===== config.mk =====
export PLATFORM = sky130hd
export DESIGN_NAME = c17_misr
export DESIGN_NICKNAME = d
export VERILOG_FILES = /design/src/rtl/c17_bist_pkg.sv /design/src/rtl/c17_misr_step.sv /design/src/rtl/c17_misr.sv
export SDC_FILE = /design/constraint.sdc
export NUM_CORES = 1
export LEC_CHECK = 0
export BUFFER_PORTS_ARGS = -buffer_cell sky130_fd_sc_hd__buf_2
export CORE_MARGIN = 2
export CORE_UTILIZATION = 24
export DETAILED_ROUTE_END_ITERATION = 7
export PLACE_DENSITY = 0.55
export SKIP_CTS_REPAIR_TIMING = 1
export SLEW_MARGIN = 20
export SYNTH_ARGS = -nofsm -noshare
export SYNTH_HDL_FRONTEND = slang
export SYNTH_SLANG_ARGS = --single-unit

===== constraint.sdc =====
create_clock -name clk -period 3.4 [get_ports clk]
set_input_delay 0.17 -clock clk [delete_from_list [all_inputs] [get_ports clk]]
set_output_delay 0.17 -clock clk [all_outputs]
set_load 0.01 [all_outputs]

===== src/rtl/c17_bist_pkg.sv =====
// c17_bist_pkg: shared FSM state encoding and default MISR constants for the c17 BIST slice.
package c17_bist_pkg;
  typedef enum logic [1:0] {IDLE, RUN, DONE} c17_state_e;
  localparam logic [7:0] POLY_DEF = 8'h1D;
  localparam logic [7:0] SEED_DEF = 8'hFF;
endpackage


===== src/rtl/c17_misr_step.sv =====
// misr_step: combinational MISR next-state, z1 into bit 0 and z2 into bit 1.
module misr_step #(
  parameter int SIG_W = 8,
  parameter logic [SIG_W-1:0] POLY = SIG_W'(8'h1D)
) (
  input  logic [SIG_W-1:0] sig_i,
  input  logic             z1_i,
  input  logic             z2_i,
  output logic [SIG_W-1:0] sig_o
);
  assign sig_o = {sig_i[SIG_W-2:0], 1'b0} ^ (sig_i[SIG_W-1] ? POLY : '0) ^ SIG_W'({z2_i, z1_i});
endmodule


===== src/rtl/c17_misr.sv =====
// c17_misr: run-controlled MISR compacting c17 z1/z2 responses.
// Golden pass/fail verdict only when C17_MISR_GOLDEN_EN is defined.
module c17_misr
  import c17_bist_pkg::*;
#(
  parameter int SIG_W = 8,
  parameter int N_PAT = 32,
  parameter logic [SIG_W-1:0] POLY = SIG_W'(POLY_DEF),
  parameter logic [SIG_W-1:0] SEED = SIG_W'(SEED_DEF),
  parameter logic [SIG_W-1:0] GOLDEN = '0
) (
  input  logic                       clk,
  input  logic                       rst,
  input  logic                       start,
  input  logic                       resp_valid,
  input  logic                       z1,
  input  logic                       z2,
  output logic                       busy,
  output logic                       done,
  output logic [$clog2(N_PAT+1)-1:0] pat_cnt,
  output logic [SIG_W-1:0]           signature,
  output logic                       pass,
  output logic                       fail
);
  localparam int CW = $clog2(N_PAT + 1);
  c17_state_e      state_q;
  logic [SIG_W-1:0] sig_q, sig_d;
  logic [CW-1:0]    cnt_q;
  logic             busy_q, done_q, last;
  misr_step #(.SIG_W(SIG_W), .POLY(POLY)) u_step (
    .sig_i(sig_q), .z1_i(z1), .z2_i(z2), .sig_o(sig_d)
  );
  assign last = cnt_q == CW'(N_PAT - 1);
`ifdef C17_MISR_GOLDEN_EN
  logic pass_q, fail_q;
  assign pass = pass_q;
  assign fail = fail_q;
`else
  logic unused_golden;
  assign unused_golden = ^GOLDEN;
  assign pass = 1'b0;
  assign fail = 1'b0;
`endif
  always_ff @(posedge clk) begin
    if (rst) begin
      state_q <= IDLE;
      sig_q   <= SEED;
      cnt_q   <= '0;
      busy_q  <= 1'b0;
      done_q  <= 1'b0;
`ifdef C17_MISR_GOLDEN_EN
      pass_q  <= 1'b0;
      fail_q  <= 1'b0;
`endif
    end else if (state_q != RUN) begin
      if (start) begin
        state_q <= RUN;
        sig_q   <= SEED;
        cnt_q   <= '0;
        busy_q  <= 1'b1;
        done_q  <= 1'b0;
`ifdef C17_MISR_GOLDEN_EN
        pass_q  <= 1'b0;
        fail_q  <= 1'b0;
`endif
      end
    end else if (resp_valid) begin
      sig_q <= sig_d;
      cnt_q <= cnt_q + CW'(1);
      if (last) begin
        state_q <= DONE;
        busy_q  <= 1'b0;
        done_q  <= 1'b1;
`ifdef C17_MISR_GOLDEN_EN
        pass_q  <= sig_d == GOLDEN;
        fail_q  <= sig_d != GOLDEN;
`endif
      end
    end
  end
  assign busy      = busy_q;
  assign done      = done_q;
  assign pat_cnt   = cnt_q;
  assign signature = sig_q;
endmodule


==> results of run 1 <==
## metrics by stage
step	instance area, µm²	total power (µW)
after CTS	875	376
after floorplan	738	238
after detailed placement	838	249
after global placement	838	248
after global routing	875	390
final	875	372
## area by class of cell
type / count / share of cell area, %
Clock buffer: 4 / 4.15
Sequential cell: 16 / 36.6
Tap cell: 33 / 4.72
Multi-Input combinational cell: 58 / 42.1
Timing Repair Buffer: 21 / 12.0
Inverter: 1 / 0.429
## report_power, final
part / switching (µW) / total, µW / internal (µW)
clock network: 62.5 / 128 / 65.2
registers: 6.57 / 200 / 194
logic: 24.9 / 43.8 / 18.9
total: 93.9 / 372 / 278
## worst paths after layout
| kind | from | endpoint | slack, ns | depth (start not counted) |
|---|---|---|---|---|
| setup / recovery | state_q[0]$_SDFFE_PP0P_ | pat_cnt[5]$_SDFFE_PP0P_ | 1.84 | 4 |
| setup reg to reg | state_q[0]$_SDFFE_PP0P_ | pat_cnt[5]$_SDFFE_PP0P_ | 1.84 | 4 |
| hold / removal | rst | pat_cnt[0]$_SDFFE_PP0P_ | 0.15 | 2 |
| hold reg to reg | pat_cnt[5]$_SDFFE_PP0P_ | pat_cnt[5]$_SDFFE_PP0P_ | 0.50 | 2 |
## metal layers
layer	GRT usage [%]	vias to the layer above
li1	-	321
met1	12.5	286
met2	13.2	10
met3	1.75	2
met4	6.82	0
met5	0	-
## flip-flops by register name (all words and copies together), names as in the netlist
signal,flops
signature,8
pat_cnt,6
state_q,2
## placed cells by master (no fill, tap or decap), drive strengths merged
cell type | netlist | layout
buf | 4 | 21
a22oi | 1 | 1
ha | 1 | 1
o31ai | 1 | 1
nand3b | 2 | 2
conb | 1 | 2
nand2b | 5 | 5
xor2 | 3 | 3
o21ai | 5 | 5
clkbuf | 2 | 4
nand2 | 3 | 3
xnor2 | 2 | 2
dfxtp | 16 | 16
a211oi | 1 | 1
o22ai | 3 | 3
and2b | 1 | 1
or4 | 1 | 1
or2b | 1 | 1
inv | 1 | 1
a21oi | 7 | 7
a21o | 2 | 2
and3b | 1 | 1
nor2 | 5 | 5
a221o | 2 | 2
nand3 | 5 | 5
nor3b | 1 | 1
or3 | 3 | 3
## cells by family (layout without fill, tap and decap cells)
logic type,Yosys count,in the layout
fa+ha+maj,1,1
compound gates,22,22
xor+xnor,5,5
other cells,1,2
buf+inv,7,26
flops,16,16
simple gates,28,28
## worst max-delay path: cells and delay by family, from the launching register on
| kind | cells | cell delay, ns |
|---|---|---|
| and+or+nand+nor | 2 | 0.83 |
| DFF | 1 | 0.41 |
| AOI/OAI and AO/OA | 2 | 0.27 |
==> results.sh, run 1 <==
export IMPL_wirelength_mm=1.57
export IMPL_crit_path_max_incr_delay_ns=0.51
export IMPL_synth_area_leader_cell="dfxtp_1"
export IMPL_num_vias=619
export IMPL_whs_ns=0.145
export IMPL_fin_util_pct=29.4
export IMPL_min_period_ns=1.56
export IMPL_cts_buffers_inserted=3
export IMPL_avgSynthCellArea_um2=9.18
export IMPL_power_leakage_uw=0.000348
export IMPL_drt_initial_drc_count=15
export IMPL_critPathKind="reg2reg"
export IMPL_seq_area_um2=320
export IMPL_diodes=0
export IMPL_peakVddDrop_mv=0.111
export IMPL_setup_tns_final_ns=0
export IMPL_synth_ff_type="dfxtp_1"
export IMPL_crit_path_start_kind="flip-flop"
export IMPL_place_congestion=0.666
export IMPL_start_util_pct=24.7
export IMPL_syn2layout_area_growth_pct=19.1
export IMPL_grt_max_degree=12
export IMPL_hp_class="in2reg"
export IMPL_clock_skew_ns=0.00506
export IMPL_rsz0062_at_grt="no"
export IMPL_cp_max_fo=11
export IMPL_setup_violations=0
export IMPL_antenna_found_initial=0
export IMPL_synthAdderAreaFrac_pct=1.70
export IMPL_ys_top_cells_by_area="dfxtp_1 (44%), nand2b_1 (4.3%), a21oi_1 (4.1%)"
export IMPL_ant_nets=0
export IMPL_num_io_pins=24
export IMPL_fmax_ghz=0.641
export IMPL_clkLatencyLatePin_ns=0.29
export IMPL_run_status="complete, no violations"
export IMPL_finalHoldViolCount=0
export IMPL_drive_gt1_share_pct=30.0
export IMPL_ys_warnings_count=0
export IMPL_grt_pass1_vias=545
export IMPL_drt_pass1_iter_count=4
export IMPL_io_buffers=21
export IMPL_pre_cts_ws_ns=1.86
export IMPL_grt_pass1_wl_mm=2.46
export IMPL_worstPathArrival_ns=1.79
export IMPL_slowest_stage="or4_1"
export IMPL_cap_violations=0
export IMPL_synth_compound_area_share_pct=19.4
export IMPL_synth_common_cells="dfxtp_1 (16), a21oi_1 (6)"
export IMPL_drv_slew=0
export IMPL_synth_edf_count=0
export IMPL_die_w_um=59.3
export IMPL_met3_length_um=65
export IMPL_multiInputGateArea_um2=368
export IMPL_dpl_hpwl_mm=1.13
export IMPL_top_layer_used="met4"
export IMPL_htree_levels=1
export IMPL_crit_path_cell_trace="and3b_1 > a21oi_2 > or4_1 > a21oi_1"
export IMPL_cts_root_buf="clkbuf_4"
export IMPL_nets=108
export IMPL_die_h_um=59.3
export IMPL_fp_row_count=20
export IMPL_timing_final_crit_share_pct=45.8
export IMPL_drt_met1_wl_um=740
export IMPL_synth_area_mux_share_pct=0
export IMPL_synth_top_family_by_area="simple AND/OR/NAND/NOR gates"
export IMPL_synth_cell_types=32
export IMPL_via_per_inst=4.65
export IMPL_synthSimpleGateAreaFrac_pct=22.0
export IMPL_cts_clk_slew_worst_paths_ns=0.10
export IMPL_cts_tree="yes"
export IMPL_powerDensity_nw_per_um2=425
export IMPL_wl_met2_um=740
export IMPL_synth_xor_area_share_pct=5.96
export IMPL_syn_area_um2=734
export IMPL_setup_slack_ns=1.84
export IMPL_cp_end_kind="flip-flop"
export IMPL_stdcell_count=133
export IMPL_drc=0
export IMPL_wire_per_inst_um=11.8
export IMPL_dp_cells=129
export IMPL_crit_required_ns=3.63
export IMPL_die_area_um2=3520
export IMPL_synthCells=80
export IMPL_synth_top_area_share_pct=43.6
export IMPL_core_um2=2980
export IMPL_fillers=316
export IMPL_cts_sinks=16
export IMPL_yosysSeqAreaShare_pct=43.6
export IMPL_track_usage_pct=9.32
export IMPL_async_flop_share_pct=0
export IMPL_clock_path_buffers=2
export IMPL_overflow=0
export IMPL_synth_most_common_cell="dfxtp_1"
export IMPL_synth_seq_cells=16
(Power assumes the default switching activity.)
==> inputs of run 2 (changes only) <==
PLACE_DENSITY = 0.56   (was 0.55)
clock period = 1.35 ns   (was 3.4 ns; I/O delays follow)
==> run 2 against run 1 <==
  * Non-clock buffer count grew 8
  * Hold slack lost 0.083 ns
  * Power grew 140%
  * Sequential share of layout area shrank 2.9 points
  * Flip-flop and latch count is the same
  * Global-route usage grew 0.85 points
  * Critical path depth is the same
  * Clock skew grew 0.0013 ns
  * Largest power group unchanged
==> results.sh, run 2 (synthesis gave the netlist of run 1 again) <==
export IMPL_run_status="complete, no violations"
export IMPL_clock_path_buffers=2
export IMPL_cp_top_family="compound AO/OA/AOI/OAI gates"
export IMPL_antenna_found_initial=0
export IMPL_r2r_start="state_q[1]$_SDFFE_PP0P_"
export IMPL_rrSetupSlack_ns=0.02
export IMPL_num_vias=645
export IMPL_dpl_instance_area_um2=903
export IMPL_htree_levels=1
export IMPL_grt_pass1_vias=618
export IMPL_worstHoldPathCells=2
export IMPL_crit_path_max_incr_delay_ns=0.37
export IMPL_num_io_pins=24
export IMPL_min_period_ns=1.33
export IMPL_grt_max_degree=12
export IMPL_fmax_ghz=0.750
export IMPL_wire_per_inst_um=11.3
export IMPL_largest_register_ffs=8
export IMPL_drive_gt1_share_pct=40.7
export IMPL_setup_violations=0
export IMPL_start_util_pct=24.7
export IMPL_clkLatencyLatePin_ns=0.28
export IMPL_die_area_um2=3520
export IMPL_cap_violations=0
export IMPL_cp_max_fo=7
export IMPL_layout_commonest_cell="buf_2"
export IMPL_drv_slew=0
export IMPL_syn2layout_area_growth_pct=31.7
export IMPL_cts_tree="yes"
export IMPL_drt_pass1_iter_count=4
export IMPL_core_um2=2980
export IMPL_slowest_stage="dfxtp_4"
export IMPL_grt_pass1_wl_mm=2.75
export IMPL_finalInstanceArea_um2=967
export IMPL_cts_clk_slew_worst_paths_ns=0.09
export IMPL_rsz0062_at_grt="yes"
export IMPL_p_total_uw=902
export IMPL_cp_end_kind="flip-flop"
export IMPL_hp_start="rst"
export IMPL_final_cell_mix="buf_2 (21), dfxtp_1 (13), buf_4 (7)"
export IMPL_drc=0
export IMPL_worstReg2RegEnd="signature[7]$_SDFFE_PP1P_"
export IMPL_dpl_hpwl_mm=1.20
export IMPL_crit_path_cell_trace="and3b_2 > buf_6 > a21o_4 > a221o_1"
export IMPL_cts_buffers_inserted=3
export IMPL_critPathKind="reg2reg"
export IMPL_ff2ff_path_depth=4
export IMPL_finalHoldViolCount=0
export IMPL_min_to="pat_cnt[0]$_SDFFE_PP0P_"
export IMPL_die_w_um=59.3
export IMPL_track_usage_pct=10.2
export IMPL_hp_class="in2reg"
export IMPL_worstPathArrival_ns=1.51
export IMPL_diodes=0
export IMPL_cts_sinks=16
export IMPL_io_buffers=21
export IMPL_fp_row_count=20
export IMPL_wirelength_mm=1.59
export IMPL_clock_skew_ns=0.00637
export IMPL_via_per_inst=4.57
export IMPL_crit_required_ns=1.53
export IMPL_crit_path_start_kind="flip-flop"
export IMPL_overflow=0
export IMPL_powerDensity_nw_per_um2=933
export IMPL_timing_final_crit_share_pct=98.7
export IMPL_place_congestion=0.728
export IMPL_peakVddDrop_mv=0.553
export IMPL_drt_initial_drc_count=14
export IMPL_ant_nets=0
export IMPL_die_h_um=59.3
export IMPL_power_leakage_uw=0.000391
export IMPL_cts_root_buf="clkbuf_4"
export IMPL_nets=116
export IMPL_critPathBufInv=1
run 2: cell type report:
| type | instances | area, µm² |
|---|---|---|
| clock buffer | 4 | 26.3 |
| multi-input combinational | 58 | 400 |
| tap | 33 | 41.3 |
| sequential | 16 | 327 |
| fill | 325 | 2010 |
| inverter | 1 | 3.75 |
| timing repair buffer | 29 | 169 |
run 2: metrics by stage:
stage          TNS [ns]  hold WS, ns  utilization [%]  setup slack (ns)  std cells
3_3_place_gp    -0.0450        0.351             30.3           -0.0450        137
4_1_cts          -0.126       0.0569             31.2            -0.108        141
6_report              0       0.0626             32.5            0.0171        141
3_5_place_dp    -0.0749        0.359             30.3           -0.0749        137
5_1_grt         -0.0235       0.0649             32.5           -0.0160        141
2_1_floorplan         0        0.232                -           0.00520         81
run 2: worst max-delay path by stage:
stage | startpoint | to | slack (ns) | cells after the start
after floorplan | state_q[1]$_SDFFE_PP0P_ | pat_cnt[3]$_SDFFE_PP0P_ | 0.005 | 6
after global placement | state_q[1]$_SDFFE_PP0P_ | pat_cnt[5]$_SDFFE_PP0P_ | -0.05 | 5
after detailed placement | state_q[1]$_SDFFE_PP0P_ | pat_cnt[5]$_SDFFE_PP0P_ | -0.07 | 5
after CTS | state_q[1]$_SDFFE_PP0P_ | pat_cnt[5]$_SDFFE_PP0P_ | -0.11 | 5
after global routing | state_q[1]$_SDFFE_PP0P_ | signature[7]$_SDFFE_PP1P_ | -0.02 | 4
final | state_q[1]$_SDFFE_PP0P_ | signature[7]$_SDFFE_PP1P_ | 0.02 | 4
run 2: report_power, final:
part	switching (µW)	internal, µW	total, µW
clock	143	114	257
combinational	71.7	70.2	142
sequential	16.0	487	503
total	231	671	902
run 2: per-layer routing:
layer,wire (µm),global-route usage [%],vias up,part of all wire [%]
li1,-,-,336,-
met1,772,14.7,292,49
met2,731,14.0,15,46
met3,73,1.75,2,4.6
met4,12,5.84,0,0.76
met5,0,0,-,0
==> inputs of run 3 (changes only) <==
--- a/config.mk
+++ b/config.mk
@@ -6,4 +6,5 @@
 export NUM_CORES = 1
 export LEC_CHECK = 0
+export ABC_AREA = 1
 export BUFFER_PORTS_ARGS = -buffer_cell sky130_fd_sc_hd__buf_2
 export CORE_MARGIN = 2
==> constraint.sdc (replaced) <==
create_clock -name clk -period 1.35 [get_ports clk]
set_input_delay 0.135 -clock clk [delete_from_list [all_inputs] [get_ports clk]]
set_output_delay 0.135 -clock clk [all_outputs]
set_load 0.01 [all_outputs]
==> run 3 against run 2 <==
  * Final cell count is 17% higher
  * Flip-flop and latch count stayed put
  * Fmax is 14% higher
  * Synthesized area is 3.4% higher
  * Largest cell class unchanged
  * Register-to-register slack better by 0.17 ns
==> results.sh, run 3 <==
export IMPL_setup_tns_final_ns=0
export IMPL_dpl_instance_area_um2=893
export IMPL_grt_pass1_vias=645
export IMPL_clock_path_buffers=2
export IMPL_worstReg2RegEnd="pat_cnt[4]$_SDFFE_PP0P_"
export IMPL_pre_cts_ws_ns=0.195
export IMPL_stdcell_count=165
export IMPL_drt_pass1_iter_count=4
export IMPL_io_buffers=21
export IMPL_drc=0
export IMPL_fillers=333
export IMPL_setup_slack_ns=0.182
export IMPL_synth_top_area_share_pct=42.2
export IMPL_synth_seq_cells=16
export IMPL_multiInputGateArea_um2=360
export IMPL_crit_path_start_kind="flip-flop"
export IMPL_min_period_ns=1.17
export IMPL_final_cell_mix="nand2_1 (26), buf_2 (21), dfxtp_1 (16)"
export IMPL_die_w_um=60.3
export IMPL_num_vias=691
export IMPL_hp_class="in2reg"
export IMPL_track_usage_pct=10.2
export IMPL_core_um2=3030
export IMPL_cts_sinks=16
export IMPL_diodes=0
export IMPL_num_io_pins=24
export IMPL_cap_violations=0
export IMPL_ys_warnings_count=0
export IMPL_grt_pass1_wl_mm=2.77
export IMPL_drive_gt1_share_pct=27.3
export IMPL_start_util_pct=25.1
export IMPL_dpl_hpwl_mm=1.25
export IMPL_fp_row_count=20
export IMPL_powerDensity_nw_per_um2=1050
export IMPL_overflow=0
export IMPL_finalInstanceArea_um2=930
export IMPL_synth_cell_types=22
export IMPL_syn_area_um2=759
export IMPL_grt_max_degree=18
export IMPL_synth_area_leader_cell="dfxtp_1"
export IMPL_seq_area_um2=320
export IMPL_ff2ff_path_depth=8
export IMPL_nets=129
export IMPL_synth_most_common_cell="nand2_1"
export IMPL_synth_ff_type="dfxtp_1"
export IMPL_place_congestion=0.765
export IMPL_htree_levels=1
export IMPL_synthCells=98
export IMPL_yosysSeqAreaShare_pct=42.2
export IMPL_via_per_inst=4.19
export IMPL_die_area_um2=3630
export IMPL_power_leakage_uw=0.000442
export IMPL_grt_util_met3_pct=4.11
export IMPL_clock_skew_ns=0.00108
export IMPL_dp_cells=161
export IMPL_drv_slew=0
export IMPL_cts_clk_slew_worst_paths_ns=0.10
export IMPL_cts_tree="yes"
export IMPL_syn2layout_area_growth_pct=22.4
export IMPL_grt_busiest_layer="met2"
export IMPL_die_h_um=60.3
export IMPL_run_status="complete, no violations"
export IMPL_setup_violations=0
export IMPL_drt_initial_drc_count=22
export IMPL_cp_end_kind="flip-flop"
export IMPL_ant_nets=0
export IMPL_layout_commonest_cell="nand2_1"
export IMPL_cts_root_buf="clkbuf_4"
export IMPL_rrSetupSlack_ns=0.18
export IMPL_async_flop_share_pct=0
export IMPL_r2r_start="state_q[1]$_SDFFE_PP0P_"
export IMPL_cts_buffers_inserted=3
export IMPL_cp_max_fo=17
export IMPL_timing_final_crit_share_pct=86.5
export IMPL_ys_top_cells_by_area="dfxtp_1 (42%), nand2_1 (13%), inv_1 (6.4%)"
export IMPL_fin_util_pct=30.7
export IMPL_wire_per_inst_um=9.92
export IMPL_antenna_found_initial=0
export IMPL_met2_usage_pct=15.5
export IMPL_fmax_ghz=0.856
export IMPL_crit_required_ns=1.55
export IMPL_rsz0062_at_grt="no"
export IMPL_worstPathArrival_ns=1.37
export IMPL_cp_endpoint="pat_cnt[4]$_SDFFE_PP0P_"
export IMPL_synth_common_cells="nand2_1 (26), dfxtp_1 (16), inv_1 (13), a21oi_1 (7), nand3_1 (5)"
export IMPL_synth_edf_count=0
export IMPL_avgSynthCellArea_um2=7.75
export IMPL_critPathKind="reg2reg"
export IMPL_crit_start="state_q[1]$_SDFFE_PP0P_"
export IMPL_largest_register_ffs=8
export IMPL_grtUsageMet1_pct=13.2
export IMPL_clkLatencyLatePin_ns=0.29
export IMPL_finalHoldViolCount=0
export IMPL_wirelength_mm=1.64
export IMPL_peakVddDrop_mv=0.523
run 3: worst min path at each step:
stage / depth (start not counted) / to / start / slack (ns)
2_1_floorplan: 1 / pat_cnt[1]$_SDFFE_PP0P_ / rst / 0.20
3_3_place_gp: 2 / pat_cnt[1]$_SDFFE_PP0P_ / rst / 0.34
3_5_place_dp: 2 / pat_cnt[1]$_SDFFE_PP0P_ / rst / 0.34
4_1_cts: 2 / pat_cnt[1]$_SDFFE_PP0P_ / rst / 0.02
5_1_grt: 2 / state_q[0]$_SDFFE_PP0P_ / rst / 0.02
6_report: 2 / pat_cnt[1]$_SDFFE_PP0P_ / rst / 0.02
run 3: cell families after synthesis:
logic type	Yosys count	synth area share [%]
DFF	16	42.2
xor gates and xnor gates	4	4.61
other	1	0.494
buffers and inverters	17	10.9
and+or+nand+nor	42	27.3
AOI/OAI and AO/OA	17	12.8
adders and majority gates	1	1.65
run 3: where the power goes:
group | internal, µW | total [µW] | leakage (µW) | switching (µW)
clock | 164 | 324 | 0.0000210 | 160
sequential | 493 | 513 | 0.000131 | 20.5
combinational | 52.1 | 138 | 0.000291 | 86.1
run 3: per-stage QoR:
| step | hold slack [ns] | power [µW] |
|---|---|---|
| global placement | 0.337 | 663 |
| floorplan | 0.204 | 627 |
| detailed placement | 0.338 | 664 |
| CTS | 0.0158 | 994 |
| global route | 0.0165 | 1030 |
| finish | 0.0235 | 976 |
run 3: critical path: stages (launching register included):
cell and delay [ns]:
dfxtp_1 0.32, inv_1 0.13, nand3_4 0.14, nand2_4 0.20, nand2_1 0.08, nand2_1 0.08
nand2_1 0.05, nand2_1 0.05, inv_1 0.03
run 3: routing by layer:
metal  part of all wire, %  routed length (µm)
met5                     0                   0
met4                     0                   0
met3                   6.2                 102
met2                    44                 728
met1                    49                 806
run 3: cell type report:
type                       instances  share of cell area, %
multi-input combinational         66                   38.8
sequential                        16                   34.5
timing repair buffer              21                   11.3
tap                               44                   5.92
inverter                          14                   5.65
clock buffer                       4                   3.90
